$ cat config.mk
export PLATFORM = sky130hd
export DESIGN_NAME = beer_slide_ctrl
export DESIGN_NICKNAME = d
export VERILOG_FILES = /design/src/rtl/beer_slide_ctrl.sv
export SDC_FILE = /design/constraint.sdc
export NUM_CORES = 1
export LEC_CHECK = 0
export CAP_MARGIN = 20
export CORE_ASPECT_RATIO = 1.4
export CORE_MARGIN = 2
export CORE_UTILIZATION = 51
export DETAILED_ROUTE_END_ITERATION = 8
export GPL_ROUTABILITY_DRIVEN = 0
export GPL_TIMING_DRIVEN = 0
export PLACE_DENSITY = 0.79
export SYNTH_ARGS = -nofsm -noshare
export SYNTH_HDL_FRONTEND = slang
export SYNTH_SLANG_ARGS = --single-unit
$ cat constraint.sdc
create_clock -name CLK100MHZ -period 6.3 [get_ports CLK100MHZ]
set_input_delay 1.89 -clock CLK100MHZ [delete_from_list [all_inputs] [get_ports CLK100MHZ]]
set_output_delay 1.89 -clock CLK100MHZ [all_outputs]
set_load 0.05 [all_outputs]
$ cat src/rtl/beer_slide_ctrl.sv
// beer_slide_ctrl: beer-mug motion engine. P1 throws a mug from its row, the mug
// slides right STEP pixels per game tick until it reaches X_END, and it is then
// scored as caught or missed against P2's row. The mug stays visible for
// HOLD_TICKS ticks before it disappears.
//
// Optional feature macro: BEER_SPEEDUP_EN. When defined, the step grows by one
// every fourth catch, up to STEP_MAX.
//
// Ports
//   CLK100MHZ    in   1   system clock
//   RESET        in   1   synchronous, active-low reset
//   tick         in   1   one-cycle game-tick pulse
//   fire         in   1   P1 throw key (level); only its rising edge launches
//   P1_y         in  11   P1 sprite top row, sampled at launch
//   P2_y         in  11   P2 sprite top row, sampled at arrival
//   beer_x       out 11   mug left column
//   beer_y       out 11   mug top row
//   beer_active  out  1   mug drawn
//   caught       out  1   one-cycle pulse: arrival within CATCH_WIN
//   missed       out  1   one-cycle pulse: arrival outside CATCH_WIN
//   served_cnt   out  8   catch count, saturating
//   miss_cnt     out  8   miss count, saturating
module beer_slide_ctrl #(
    parameter int unsigned X_START    = 40,
    parameter int unsigned X_END      = 580,
    parameter int unsigned STEP       = 4,
    parameter int unsigned CATCH_WIN  = 20,
`ifdef BEER_SPEEDUP_EN
    parameter int unsigned STEP_MAX   = 12,
`endif
    parameter int unsigned HOLD_TICKS = 8
) (
    input  logic        CLK100MHZ,
    input  logic        RESET,
    input  logic        tick,
    input  logic        fire,
    input  logic [10:0] P1_y,
    input  logic [10:0] P2_y,
    output logic [10:0] beer_x,
    output logic [10:0] beer_y,
    output logic        beer_active,
    output logic        caught,
    output logic        missed,
    output logic [7:0]  served_cnt,
    output logic [7:0]  miss_cnt
);

    localparam int unsigned HOLD_W = (HOLD_TICKS > 1) ? $clog2(HOLD_TICKS) : 1;

    localparam logic [1:0] S_IDLE  = 2'd0;
    localparam logic [1:0] S_SLIDE = 2'd1;
    localparam logic [1:0] S_JUDGE = 2'd2;
    localparam logic [1:0] S_HOLD  = 2'd3;

    logic [1:0]        state_q, state_d;
    logic              fire_q;
    logic [10:0]       beer_x_q, beer_x_d;
    logic [10:0]       beer_y_q, beer_y_d;
    logic              active_q, active_d;
    logic              caught_q, caught_d;
    logic              missed_q, missed_d;
    logic [7:0]        served_q, served_d;
    logic [7:0]        miss_q, miss_d;
    logic [HOLD_W-1:0] hold_q, hold_d;
    logic [11:0]       step_c;

    logic              launch_c;
    logic [11:0]       sum_c;
    logic [11:0]       dist_c;
    logic [7:0]        served_inc_c;

`ifdef BEER_SPEEDUP_EN
    logic [11:0]       step_q, step_d;
    assign step_c = step_q;
`else
    assign step_c = 12'(STEP);
`endif

    // Rising edge of the throw key; holding it does not repeat.
    assign launch_c = fire & ~fire_q;

    // 12-bit add so an X_END near the 11-bit limit cannot wrap.
    assign sum_c = {1'b0, beer_x_q} + step_c;

    // Row distance between mug and P2, unsigned 12-bit.
    assign dist_c = ({1'b0, beer_y_q} >= {1'b0, P2_y}) ? ({1'b0, beer_y_q} - {1'b0, P2_y})
                                                       : ({1'b0, P2_y} - {1'b0, beer_y_q});

    assign served_inc_c = served_q + 8'd1;

    // Next-state and datapath logic.
    always_comb begin
        state_d  = state_q;
        beer_x_d = beer_x_q;
        beer_y_d = beer_y_q;
        active_d = active_q;
        caught_d = 1'b0;
        missed_d = 1'b0;
        served_d = served_q;
        miss_d   = miss_q;
        hold_d   = hold_q;
`ifdef BEER_SPEEDUP_EN
        step_d   = step_q;
`endif
        case (state_q)
            S_IDLE: begin
                if (launch_c) begin
                    beer_x_d = 11'(X_START);
                    beer_y_d = P1_y;
                    active_d = 1'b1;
                    state_d  = S_SLIDE;
                end
            end
            S_SLIDE: begin
                if (tick) begin
                    if (sum_c >= 12'(X_END)) begin
                        beer_x_d = 11'(X_END);
                        state_d  = S_JUDGE;
                    end else begin
                        beer_x_d = sum_c[10:0];
                    end
                end
            end
            S_JUDGE: begin
                if (dist_c <= 12'(CATCH_WIN)) begin
                    caught_d = 1'b1;
                    if (served_q != 8'hFF) begin
                        served_d = served_inc_c;
`ifdef BEER_SPEEDUP_EN
                        // Speed up each time the catch count lands on a multiple of four.
                        if ((served_inc_c[1:0] == 2'b00) && (step_q < 12'(STEP_MAX))) begin
                            step_d = step_q + 12'd1;
                        end
`endif
                    end
                end else begin
                    missed_d = 1'b1;
                    if (miss_q != 8'hFF) begin
                        miss_d = miss_q + 8'd1;
                    end
                end
                hold_d  = '0;
                state_d = S_HOLD;
            end
            S_HOLD: begin
                if (tick) begin
                    if (hold_q == HOLD_W'(HOLD_TICKS - 1)) begin
                        active_d = 1'b0;
                        beer_x_d = 11'(X_START);
                        state_d  = S_IDLE;
                    end else begin
                        hold_d = hold_q + HOLD_W'(1);
                    end
                end
            end
            default: begin
                state_d = S_IDLE;
            end
        endcase
    end

    // State registers with synchronous active-low reset.
    always_ff @(posedge CLK100MHZ) begin
        if (!RESET) begin
            state_q  <= S_IDLE;
            fire_q   <= 1'b0;
            beer_x_q <= 11'(X_START);
            beer_y_q <= '0;
            active_q <= 1'b0;
            caught_q <= 1'b0;
            missed_q <= 1'b0;
            served_q <= '0;
            miss_q   <= '0;
            hold_q   <= '0;
`ifdef BEER_SPEEDUP_EN
            step_q   <= 12'(STEP);
`endif
        end else begin
            state_q  <= state_d;
            fire_q   <= fire;
            beer_x_q <= beer_x_d;
            beer_y_q <= beer_y_d;
            active_q <= active_d;
            caught_q <= caught_d;
            missed_q <= missed_d;
            served_q <= served_d;
            miss_q   <= miss_d;
            hold_q   <= hold_d;
`ifdef BEER_SPEEDUP_EN
            step_q   <= step_d;
`endif
        end
    end

    assign beer_x      = beer_x_q;
    assign beer_y      = beer_y_q;
    assign beer_active = active_q;
    assign caught      = caught_q;
    assign missed      = missed_q;
    assign served_cnt  = served_q;
    assign miss_cnt    = miss_q;

endmodule

==> flow_metrics.py <==
metrics = {
    "drt": {
        "vias": 3253,
        "drc_errors": 0,
        "wl_um": 7980,
        "drtIter0Drc": 216,
        "antenna_left": 0,
        "post_drt_via_cell_ratio": 5.73,
        "routedWlPerCell_um": 14.0,
        "dr.pass1.iters": 4,
    },
    "sta": {
        "min_period_ps": 5440,
        "rsz0062_at_grt": "false",
        "max_slew.worst_pin.slew_ps": 787,
        "hold_viol": 0,
        "clock-skew-final_ps": 9.63,
        "hold_slack_ps": 461,
        "final-max-slew-violation-count": 0,
        "fin_setup_tns_ps": 0,
        "fmax_mhz": 184,
        "max_slew_margin_pct": 47.6,
        "setup_viol": 0,
        "layout_setup_ws_ps": 860,
        "post-route-period-util_pct": 86.4,
    },
    "setup_path": {
        "worstSetupStartpointType": "input pin",
        "arrival_ps": 5670,
        "required_ps": 6530,
        "worstSetupEndpointType": "register",
        "path_class": "input pin to register",
        "path_max_fanout": 10,
    },
    "logic_synthesis": {
        "synthTopCellsByCount": "dfxtp_1 (45), nand2_1 (44), nor2_1 (41), a21oi_1 (38), inv_1 (34)",
        "ys_warn_count": 0,
        "synthTopCellsByArea": "dfxtp_1 (27%), ha_1 (12%), mux2i_1 (9.7%)",
        "synth_cell_types": 54,
        "synthFlopType": "dfxtp_1",
        "syn_area_um2": 3300,
        "yosysTopAreaCell": "dfxtp_1",
        "synthArstFlopShare_pct": 0,
        "yosysMostFrequentCell": "dfxtp_1",
        "synth-seq-cells": 45,
        "synthCells": 423,
        "avgSynthCellArea_um2": 7.81,
        "ys_seq_area_share_pct": 27.3,
        "synth_edf_count": 0,
        "yosysTopAreaCellShare_pct": 27.3,
    },
    "final_layout": {
        "final_core_util_pct": 66.2,
        "design_area_um2": 4140,
        "post_layout_nonfiller_instances": 568,
        "antennaDiodeCount": 0,
        "syn2layout_area_growth_pct": 25.3,
        "drive_gt1_share_pct": 4.23,
        "nNetsFinal": 553,
    },
    "clock_network": {
        "clock_path_buffers": 2,
        "cts_tree": "built",
        "post_cts_buffers": 0,
        "clk_latency_ps": 300,
        "htree_levels": 2,
        "numClockSinks": 45,
        "cts_resized": 0,
        "path_clk_slew_ps": 90,
        "clock-root-buffer": "clkbuf_8",
        "cts_buffers": 5,
        "cts_hold_buffers": 0,
    },
    "floorplan": {
        "start_util_pct": 52.8,
        "coreArea_um2": 6250,
        "ios": 67,
        "die_y_um": 99.2,
        "rows": 34,
        "fp.dieW_um": 72.0,
        "die_area_um2": 7150,
    },
    "place": {
        "placed_area_um2": 4040,
        "dp_hpwl_um": 6010,
        "io_buffers": 64,
        "placedCellCount": 560,
        "pre_cts_slack_ps": 559,
    },
    "run_status": {
        "status": "finished, final reports clean",
    },
    "power": {
        "peakVddDrop_mv": 0.153,
        "leakage_nw": 1.74,
        "p_per_area_nw_per_um2": 264,
        "total_power_mw": 1.09,
    },
    "global_route": {
        "antenna_found_initial": 0,
        "grt_max_degree": 14,
        "grt_pass1_vias": 3076,
        "grt_use_total_pct": 22.5,
        "grt_pass1_wl_um": 13100,
        "grt_overflow": 0,
    },
    "run": {
        "maxCapViolations": 0,
    },
    "min_path": {
        "holdCritPathClass": "register to register",
    },
}
kinds of logic (layout without fill, tap and decap cells):
family / Yosys count / in the layout / synth area share, %
DFF: 45 / 45 / 27.3
adders and majority gates: 32 / 32 / 12.1
and+or+nand+nor: 160 / 160 / 24.4
muxes: 33 / 33 / 10.0
AOI/OAI and AO/OA: 82 / 82 / 15.8
xor gates and xnor gates: 12 / 12 / 3.18
buffers and inverters: 58 / 130 / 7.08
other: 1 / 2 / 0.114
registers in the layout, summed over array words and instances, names as in the netlist, 2 cells and up:
name / cells
miss_cnt: 8
state_q: 2
hold_q: 3
served_cnt: 8
beer_x: 9
beer_y: 11
worst max-delay path: stages:
cell,delay (ps)
clkdlybuf4s50_1,480
inv_1,50
ha_1,410
a21oi_2,230
nor2b_1,80
a311o_1,410
a311o_1,380
buf_6,150
o32a_1,380
nor4b_4,350
nand2_2,140
clkbuf_1,250
nor3_1,280
mux2i_1,210
final cells by class:
cell class | instances | area, µm²
Clock inverter | 1 | 5.00
Fill cell | 562 | 2110
Clock buffer | 7 | 96.3
Multi-Input combinational cell | 321 | 2170
Timing Repair Buffer | 64 | 641
Tap cell | 72 | 90.1
Sequential cell | 45 | 901
Inverter | 35 | 131
Buffer | 23 | 103
metal layers:
metal  part of all wire [%]  wire (µm)  vias up  global-route usage [%]
met5                      0          0        -                       0
met4                    2.4        195        0                    8.27
met3                    4.1        329       18                    2.84
met2                     50       4020       94                    42.1
met1                     43       3430     1524                    25.5
li1                       -          -     1617                       -
final timing paths:
| kind | slack [ps] | cells after the start | startpoint | end |
|---|---|---|---|---|
| min | 460 | 2 | hold_q[1] | hold_q[1] |
| min reg2reg | 460 | 2 | hold_q[1] | hold_q[1] |
| max reg2reg | 2630 | 12 | beer_y[5] | served_cnt[7] |
| max | 860 | 14 | P2_y[5] | served_cnt[7] |
where the power goes:
part	leakage [nW]	internal [mW]	switching, mW
Combinational	1.32	0.207	0.340
Clock	0.0542	0.0994	0.103
Sequential	0.365	0.313	0.0302
placed cells by master, fill, tap and decap left out, drive strengths merged, types with 2 or more instances in the layout:
cell type      count
or4                4
buf                5
clkbuf            25
xnor2              7
a311oi             2
and2               3
o31ai              3
nor3               6
inv               34
nand4             12
nor2              41
o32a               2
o221ai             2
ha                32
nand3             12
o21ai              7
and3               7
nand3b             2
or2                2
a311o              2
clkinv             2
a221oi             3
xor2               5
conb               2
o22ai              2
a21oi             39
dfxtp             45
mux2i             32
nand2b            15
and4               2
o21a               2
a21o               5
nor2b              5
a31oi              5
nand2             45
clkdlybuf4s50     64
Note: power is estimated with default switching activity, not from simulation.
